File: config.mk
export PLATFORM = sky130hd
export DESIGN_NAME = uart_recv
export DESIGN_NICKNAME = d
export VERILOG_FILES = /design/src/rtl/uart_pkg.sv /design/src/rtl/uart_sync2.sv /design/src/rtl/uart_recv.sv
export SDC_FILE = /design/constraint.sdc
export NUM_CORES = 1
export LEC_CHECK = 0
export BUFFER_PORTS_ARGS = -buffer_cell sky130_fd_sc_hd__buf_2
export CAP_MARGIN = 15
export CORE_UTILIZATION = 55
export DETAILED_ROUTE_END_ITERATION = 8
export PLACE_DENSITY = 0.74
export SYNTH_ARGS = -nofsm -noshare
export SYNTH_HDL_FRONTEND = slang
export SYNTH_HIERARCHICAL = 1
export SYNTH_SLANG_ARGS = --single-unit
File: constraint.sdc
create_clock -name clk -period 2 [get_ports clk]
set_clock_uncertainty 0.2 [all_clocks]
set_input_delay 0.4 -clock clk [delete_from_list [all_inputs] [get_ports clk]]
set_output_delay 0.4 -clock clk [all_outputs]
set_load 0.1 [all_outputs]
File: src/rtl/uart_pkg.sv
// Shared types and constants for the UART receive path.
package uart_pkg;

  localparam int unsigned DEFAULT_PERIOD = 10417;
  localparam int unsigned DATA_BITS      = 8;

  typedef enum logic [2:0] {
    s_IDLE,
    s_START,
    s_DATA,
    s_STOP,
    s_WAIT
  } rx_state_t;

endpackage

File: src/rtl/uart_sync2.sv
// Two-flop synchroniser for an asynchronous, idle-high input; resets to 1.
module uart_sync2 (
  input  logic clk,
  input  logic rst,
  input  logic async_i,
  output logic sync_o
);

  logic meta_q;
  logic sync_q;

  always_ff @(posedge clk) begin
    if (rst) begin
      meta_q <= 1'b1;
      sync_q <= 1'b1;
    end else begin
      meta_q <= async_i;
      sync_q <= meta_q;
    end
  end

  assign sync_o = sync_q;

endmodule

File: src/rtl/uart_recv.sv
// 8N1 UART receiver, LSB first, centre-sampled; one-cycle valid / frame_err strobes.
// Define UART_RECV_MAJORITY_EN to take each sample as a 3-tap majority vote.
module uart_recv
  import uart_pkg::*;
#(
  parameter int unsigned PERIOD = DEFAULT_PERIOD
) (
  input  logic       clk,
  input  logic       rst,
  input  logic       serial_in,
  output logic [7:0] data_out,
  output logic       valid,
  output logic       frame_err,
  output logic       busy
);

  localparam int unsigned CntW = $clog2(PERIOD);
  localparam logic [CntW-1:0] CntLast = CntW'(PERIOD - 1);
  localparam logic [CntW-1:0] CntHalf = CntW'(PERIOD / 2 - 1);
  localparam logic [3:0] IdxLast = 4'(DATA_BITS - 1);

  rx_state_t state_q, state_d;
  logic [CntW-1:0]      cnt_q, cnt_d;
  logic [3:0]           idx_q, idx_d;
  logic [DATA_BITS-1:0] shift_q, shift_d;
  logic [DATA_BITS-1:0] data_q, data_d;
  logic                 valid_q, valid_d;
  logic                 ferr_q, ferr_d;
  logic                 rx_s;
  logic                 sample;

  uart_sync2 u_sync (
    .clk     (clk),
    .rst     (rst),
    .async_i (serial_in),
    .sync_o  (rx_s)
  );

`ifdef UART_RECV_MAJORITY_EN
  // Counter advances every cycle in the sampling states, so the two history
  // taps line up with counts N-2 and N-1 when the decision is made at N.
  logic [1:0] hist_q;

  always_ff @(posedge clk) begin
    if (rst) hist_q <= 2'b11;
    else     hist_q <= {hist_q[0], rx_s};
  end

  assign sample = (hist_q[1] & hist_q[0]) | (hist_q[1] & rx_s) | (hist_q[0] & rx_s);
`else
  assign sample = rx_s;
`endif

  always_comb begin
    state_d = state_q;
    cnt_d   = cnt_q;
    idx_d   = idx_q;
    shift_d = shift_q;
    data_d  = data_q;
    valid_d = 1'b0;
    ferr_d  = 1'b0;
    unique case (state_q)
      s_IDLE: begin
        cnt_d = '0;
        if (!rx_s) state_d = s_START;
      end
      s_START: begin
        if (cnt_q == CntHalf) begin
          cnt_d   = '0;
          idx_d   = '0;
          state_d = sample ? s_IDLE : s_DATA;
        end else begin
          cnt_d = cnt_q + 1'b1;
        end
      end
      s_DATA: begin
        if (cnt_q == CntLast) begin
          cnt_d   = '0;
          shift_d = {sample, shift_q[DATA_BITS-1:1]};
          idx_d   = idx_q + 1'b1;
          if (idx_q == IdxLast) state_d = s_STOP;
        end else begin
          cnt_d = cnt_q + 1'b1;
        end
      end
      s_STOP: begin
        if (cnt_q == CntLast) begin
          cnt_d = '0;
          if (sample) begin
            data_d  = shift_q;
            valid_d = 1'b1;
            state_d = s_IDLE;
          end else begin
            ferr_d  = 1'b1;
            state_d = s_WAIT;
          end
        end else begin
          cnt_d = cnt_q + 1'b1;
        end
      end
      s_WAIT: begin
        // Hold off until the line returns high so a break is not a new start.
        cnt_d = '0;
        if (rx_s) state_d = s_IDLE;
      end
      default: begin
        cnt_d   = '0;
        state_d = s_IDLE;
      end
    endcase
  end

  always_ff @(posedge clk) begin
    if (rst) begin
      state_q <= s_IDLE;
      cnt_q   <= '0;
      idx_q   <= '0;
      shift_q <= '0;
      data_q  <= '0;
      valid_q <= 1'b0;
      ferr_q  <= 1'b0;
    end else begin
      state_q <= state_d;
      cnt_q   <= cnt_d;
      idx_q   <= idx_d;
      shift_q <= shift_d;
      data_q  <= data_d;
      valid_q <= valid_d;
      ferr_q  <= ferr_d;
    end
  end

  assign data_out  = data_q;
  assign valid     = valid_q;
  assign frame_err = ferr_q;
  assign busy      = (state_q != s_IDLE);

endmodule

== Yosys cells after proc, flatten, opt, wreduce, memory -nomap -nowiden ==
Index checks and enable logic that the tools add are counted.
W data, S select, Z words.

* Output and inout port bits: 11
* Input port bits: 3
* Register bits: 41
* Word-level logic and storage cells: 52

* Multiplexer cells: 17
* Bitwise operators: 2
* Eq/ne operators: 13
* Reduce and logical (&&, ||, !) cells: 9
* $add $sub $neg: 2

{| class="wikitable"
|+ Operators by type and width
! kind !! count
|-
| $mux W14 || 2
|-
| $pmux W14 S2 || 1
|-
| $mux W3 || 7
|-
| $pmux W3 S5 || 1
|-
| $add A14 B1 Y14 const B || 1
|-
| $eq A14 B13 Y1 const B || 1
|-
| $eq A14 B14 Y1 const B || 1
|-
| $ne A2 B2 Y1 const B || 5
|-
| $mux W4 || 2
|-
| $pmux W4 S2 || 1
|-
| $eq A3 B2 Y1 const B || 2
|-
| $reduce_and A3 Y1 || 2
|-
| $reduce_and A6 Y1 || 1
|-
| $add A4 B1 Y4 const B || 1
|-
| $eq A4 B3 Y1 const B || 1
|-
| $eq A3 B1 Y1 const B || 1
|-
| $eq A3 B3 Y1 const B || 1
|-
| $logic_not A3 Y1 || 1
|-
| $reduce_bool A3 Y1 || 1
|-
| $reduce_or A3 Y1 || 1
|-
| $mux W1 || 2
|-
| $mux W2 || 1
|-
| $ne A2 B1 Y1 const B || 1
|-
| $not A1 Y1 || 2
|-
| 3 further kinds || 3
|}

== Depth between registers and ports, before layout ==
Gate-level depths: netlist of the first run.

* Depth in word-level cells: 4
* Gate-level depth with buffers: 7
* Gate-level depth less buffers: 6

== Modules after synthesis ==
The synthesis of the first run kept the hierarchy.

{| class="wikitable"
|+ Modules (own cells, without submodules)
! module !! times used !! seq. area each (sq um) !! area an instance (sq um) !! cells each
|-
| uart_recv || 1 || 780.7 || 1815.5 || 191
|-
| uart_sync2 || 1 || 40.0 || 52.6 || 4
|}

== Worst setup path after synthesis of the first run ==
OpenSTA, ideal clock, no wires.

* Path kind: flip-flop to output port
* From: register state_q[1]
* To: output port busy
* Path slack: 0.116 ns
* Data required time: 1.400 ns
* Stages on the path, launching flop included: 3
* Path buffers: 1
* Arrival time: 1.284 ns
* Cell sequence: dfxtp_1 -> clkbuf_1 -> or3_1

* Cells in the longest elaborated chain, start to end: 1

{| class="wikitable"
|+ Ends and longest elaborated chain
! element !! line !! source
|-
| start, declared || uart_recv.sv:22 || <nowiki>rx_state_t state_q, state_d;</nowiki>
|-
| start signal, assigned || uart_recv.sv:115 || <nowiki>state_q <= s_IDLE;</nowiki>
|-
| start signal, assigned || uart_recv.sv:123 || <nowiki>state_q <= state_d;</nowiki>
|-
| $reduce_bool A3 Y1 || uart_recv.sv:136 || <nowiki>assign busy = (state_q != s_IDLE);</nowiki>
|-
| end, declared || uart_recv.sv:14 || <nowiki>output logic busy</nowiki>
|}

No other way between the ends.

== Worst setup path after layout of the first run ==
* From: register state_q[2]
* To: output port busy

The elaborated chain is that of the path after synthesis.

==> results of run 1 <==
path summary, 6_finish.rpt:
path,from,end
min,serial_in,u_sync/meta_q$_SDFF_PP1_
max,state_q[2]$_SDFFE_PP0P_,busy
max reg2reg,cnt_q[9]$_SDFF_PP0_,idx_q[3]$_SDFFE_PP0P_
min reg2reg,u_sync/meta_q$_SDFF_PP1_,u_sync/sync_o$_SDFF_PP1_
sequential cells by signal, summed over array words and instances, names as in the netlist:
name / cells
idx_q: 4
data_out: 8
state_q: 3
u_sync/meta_q: 1
cnt_q: 14
valid: 1
frame_err: 1
u_sync/sync_o: 1
shift_q: 8
cell families (layout without fill, tap and decap cells):
group	after synthesis	after routing
xor gates and xnor gates	12	12
buffers and inverters	18	37
adders and majority gates	3	3
DFF	41	41
and+or+nand+nor	90	90
muxes	16	16
AOI/OAI and AO/OA	15	15
where the power goes:
group / internal [uW] / switching, uW
logic: 16.7 / 30.0
registers: 820 / 5.17
clock network: 265 / 278
total: 1100 / 313
worst reg2reg max path: stages (launching register included):
cell and delay, ps:
dfxtp_1 380, nor4b_4 400, and4_4 350, nand3_4 190
a31o_2 310
layer usage:
layer  share of wire  wire length [um]
met5               0                 0
met4           0.013                44
met3           0.028                99
met2            0.50              1749
met1            0.46              1625
layout make-up:
class | count | area, um^2
well taps | 44 | 55.05
clock inverters | 3 | 46.29
inverters | 8 | 30.03
flip-flops and latches | 41 | 822.0
multi-input cells | 136 | 963.4
repair buffers | 21 | 143.9
fillers | 242 | 1030
clock buffers | 5 | 37.54
repair_timing:
action	CTS	global route
gates resized for setup	6	1
endpoints found under the setup margin	1	3
pin swaps	0	1
endpoints found under the hold margin	0	0
buffers inserted	1	2
cells in the mapped netlist, types with 2 or more instances:
cell and count:
ha_1 3, nor3_1 4, nand3_1 12, mux2i_1 16
buf_6 2, nand4b_1 2, clkbuf_1 5, nor2_1 17
o211ai_1 4, nand3b_1 3, or2_1 2, o21ai_0 2
nand4_1 3, dfxtp_1 41, nand2_1 23, xnor2_1 10
inv_1 8, nor4_1 5, and4_1 2, nor4b_1 2
xor2_1 2
through the flow:
stage	instance area, um^2	std cells
final	2098	258
after global routing	2098	258
after CTS	2079	256
after detailed placement	1967	247
after global placement	1967	247
after floorplan	1868	195
==> results.toml, run 1 <==
[finish]
final_util = 0.6708
n_antenna_cell = 0
final_cell_mix = "dfxtp_1, nand2_1, nor2_1, mux2i_1"
final_common_cell = "dfxtp_1"
syn2layout_area_growth_pct = 12.32
drive_gt1_frac = 0.1916
nNetsFinal = 219

[global_route]
grt_max_degree = 20
antenna_found_initial = 0
grtUsageTotal = 0.2187
grt_pass1_vias = 1387
busiest_layer = "met2"
grt_util_met1 = 0.2587
met2_usage = 0.3658
grt_pass1_wl_mm = 5.878
grt_overflow = 0
grt_use_met3 = 0.04545

[logic_synthesis]
async_flop_share = 0
synth_top_area_frac = 0.4394
synth_compound_area_frac = 0.07033
synth_top_area_cell = "dfxtp_1"
ys_types = 48
synth.area.top_cells = "dfxtp_1, mux2i_1, xnor2_1"
synth_cells = 195
synthesis.nets = 201
synth_top_family_by_area = "simple AND/OR/NAND/NOR gates"
synth_mux_area_frac = 0.08573
syn_area_um2 = 1868
synth-xor-area-share = 0.05626
synth_adder_area_share = 0.02009
synth_edf_count = 0
yosys_warnings = 6
synth-simple-area-share = 0.2806
ys_ff_latch = 41
ys_dominant_reg_cell = "dfxtp_1"
ys_seq_area_frac = 0.4394
syn_area_per_cell_um2 = 9.580

[worst_setup_path]
worst-path-max-fanout = 8
path_buf_inv = 1
cpLargestDelayFamily = "simple AND/OR/NAND/NOR gates"
crit_arrival_ps = 1360
cp.depth = 2
criticalPathCategory = "flip-flop to primary output"
reg2regPathDepth = 4
cpPeakStageDelay_ps = 420
crit_path_end_kind = "primary output"
crit_required_ps = 1400
cp-start-kind = "flip-flop"
crit_chain = "or3_4 > buf_12"
cpMaxStageDelayCell = "or3_4"
r2r_setup_slack_ps = 90

[drt]
vias = 1404
wire_per_inst_um = 13.64
wl_mm = 3.518
routed_via_density = 5.442
drtIter0Drc = 89
antenna_left = 0
drtPass1Iterations = 4
drcViolationCount = 0

[power]
power.density_nw_per_um2 = 674.0
p_total_uw = 1414
ir_worst_vdd_uv = 489.3
p_leak_uw = 0.0008199

[timing]
relSlewSlack = 0.6175
hold_viol = 0
slew_violations = 0
fmax_mhz = 510.9
setup_tns_ps = 0
tightest_slew_ps = 565.8
min_period_over_period = 0.9786
min_period_ps = 1957
setup_viol = 0
hold_slack_ps = 30.06
layout_setup_ws_ps = 42.83
rsz0062_at_grt = "no"

[die]
start_util = 0.5972
num_rows = 20
die-area_um2 = 3634
ios = 14
die_height_um = 60.28
core_um2 = 3128
die_w_um = 60.28

[clocking]
cts_sinks = 41
cts_root_buf = "clkbuf_4"
cts_hold_buf = 0
clk_latency_ps = 350
h-tree-depth = 2
cts_buffers = 5
clk_pin_slew_ps = 120
cts_tree = "yes"
cts_buffer_depth = 2

[flow_run]
drv_cap = 0

[place]
place_hpwl_mm = 2.485
pre_cts_ws_ps = 83.51
io_buffers = 13
gp_congestion = 0.8821

[run_status]
status = "finished, final reports clean"

[worst_hold_path]
min_path_type = "primary input to flip-flop"
holdPathStages = 2
(Power assumes the default switching activity.)
==> inputs of run 2 (changes only) <==
Settings changed: CTS_BUF_LIST set to sky130_fd_sc_hd__clkbuf_8.
==> results.toml, run 2 (synthesized netlist as in run 1, its figures left out) <==
[power]
seqPwrFrac = 0.539
p_leak_uw = 0.0008204
intPower_uw = 1205
combPwrFrac = 0.027
clkPwrFrac = 0.434
p_switching_uw = 323.7
swShare = 0.2118
ir_worst_vdd_uv = 441.3
power.density_nw_per_um2 = 729.7

[worst_setup_path]
path_buf_inv = 2
cpMaxStageDelayCell = "dfxtp_1"
crit_chain = "buf_4 > or3_1 > buf_6"
cpLargestDelayFamily = "buffers and inverters"
worst-path-max-fanout = 8
crit_path_end_kind = "primary output"
cp-start-kind = "flip-flop"
crit_required_ps = 1400
criticalPathCategory = "flip-flop to primary output"
cpPeakStageDelay_ps = 350
crit_arrival_ps = 1340

[global_route]
grt_overflow = 0
grtUsageTotal = 0.2142
antenna_found_initial = 0
grt_pass1_vias = 1363
grt_pass1_wl_mm = 5.816
grt_max_degree = 20

[drt]
wl_mm = 3.489
routed_via_density = 5.475
drtPass1Iterations = 4
wire_per_inst_um = 13.68
drtIter0Drc = 86
vias = 1396
antenna_left = 0
drcViolationCount = 0

[clocking]
h-tree-depth = 2
cts_buffers = 5
cts_tree = "yes"
cts_buffer_depth = 2
cts_sinks = 41
cts_hold_buf = 0
clk_pin_slew_ps = 80
post_cts_buffers = 0
cts_root_buf = "clkbuf_8"
clk_latency_ps = 290

[die]
ios = 14
core_um2 = 3128
die_w_um = 60.28
die_height_um = 60.28
die-area_um2 = 3634
num_rows = 20
start_util = 0.5972

[timing]
fmax_mhz = 515.7
hold_slack_ps = 91.32
setup_viol = 0
hold_viol = 0
min_period_over_period = 0.9695
relSlewSlack = 0.6003
min_period_ps = 1939
rsz0062_at_grt = "no"
slew_violations = 0
setup_tns_ps = 0
tightest_slew_ps = 591.3

[worst_hold_path]
min_path_type = "primary input to flip-flop"

[finish]
largest_reg_flops = 14
final_common_cell = "dfxtp_1"
drive_gt1_frac = 0.1754
nNetsFinal = 216
fill_cells = 240
n_antenna_cell = 0
multi_input_area_um2 = 964.7
regMostFlops = "cnt_q"
syn2layout_area_growth_pct = 12.12
final_cell_mix = "dfxtp_1, nand2_1, nor2_1, mux2i_1"
ff_latch_area_um2 = 820.8

[place]
io_buffers = 13
place_hpwl_mm = 2.485
gp_congestion = 0.8821

[run_status]
status = "finished, final reports clean"

[flow_run]
drv_cap = 0
==> run 2: changes by cell type in the layout (fill, tap and decap cells not counted) <==
| cell | change |
|---|---|
| clkbuf_8 | +5 |
| or3_1 | +1 |
| clkbuf_4 | -5 |
| buf_12 | -1 |
| nor4b_1 | -1 |
| nor4b_2 | +1 |
| dfxtp_2 | -1 |
| buf_4 | -2 |
| dfxtp_1 | +1 |
| or3_4 | -1 |
==> run 2: worst paths after layout <==
check | start | end | slack (ps) | depth (start not counted)
max | state_q[1]$_SDFFE_PP0P_ | busy | 60 | 3
max reg2reg | cnt_q[2]$_SDFF_PP0_ | idx_q[3]$_SDFFE_PP0P_ | 80 | 4
min | serial_in | u_sync/meta_q$_SDFF_PP1_ | 90 | 2
min reg2reg | u_sync/meta_q$_SDFF_PP1_ | u_sync/sync_o$_SDFF_PP1_ | 210 | 1
==> run 2: worst register-to-register path, delay by kind of cell, from the launching register on <==
family / cells / cell delay (ps)
and+or+nand+nor: 3 / 880
AOI/OAI and AO/OA: 1 / 310
DFF: 1 / 420
==> run 2: power groups by stage <==
stage | clock, uW | combinational (uW) | sequential (uW)
after global placement | 0 | 37.9 | 843
after detailed placement | 0 | 38.9 | 843
after CTS | 676 | 39.9 | 824
final | 663 | 41.0 | 824
after global routing | 711 | 44.8 | 825
after floorplan | 0 | 35.0 | 841
==> run 2: timing repair <==
item | 4_1_cts | 5_1_grt
endpoints found under the hold margin | 0 | 0
endpoints found under the setup margin | 1 | 2
gates resized for setup | 1 | 2
==> run 2: layer usage <==
| layer | GRT usage | up-vias | wire length, um | share of wire |
|---|---|---|---|---|
| met5 | 0 | - | 0 | 0 |
| met4 | 0.07973 | 0 | 44 | 0.013 |
| met3 | 0.04545 | 5 | 108 | 0.031 |
| met2 | 0.3658 | 28 | 1717 | 0.49 |
| met1 | 0.2613 | 651 | 1618 | 0.46 |
| li1 | - | 712 | - | - |
==> run 2: per-stage QoR <==
| stage | cell area, um^2 | setup WS [ps] | total power (uW) | cells | util |
|---|---|---|---|---|---|
| final | 2095 | 60.96 | 1528 | 255 | 0.6696 |
| after global routing | 2095 | 3.776 | 1581 | 255 | 0.6696 |
| after CTS | 2085 | 25.73 | 1540 | 255 | 0.6664 |
| after detailed placement | 1967 | 83.51 | 882.2 | 247 | 0.6288 |
| after global placement | 1967 | 153.9 | 881.1 | 247 | 0.6288 |
| after floorplan | 1868 | 115.6 | 875.7 | 195 | - |
==> run 2: cell type report <==
cell class,instances,share of cell area
Clock buffer,5,0.03286
Clock inverter,3,0.02210
Inverter,8,0.01434
Multi-Input combinational cell,136,0.4606
Sequential cell,41,0.3919
Tap cell,44,0.02628
Timing Repair Buffer,18,0.05197
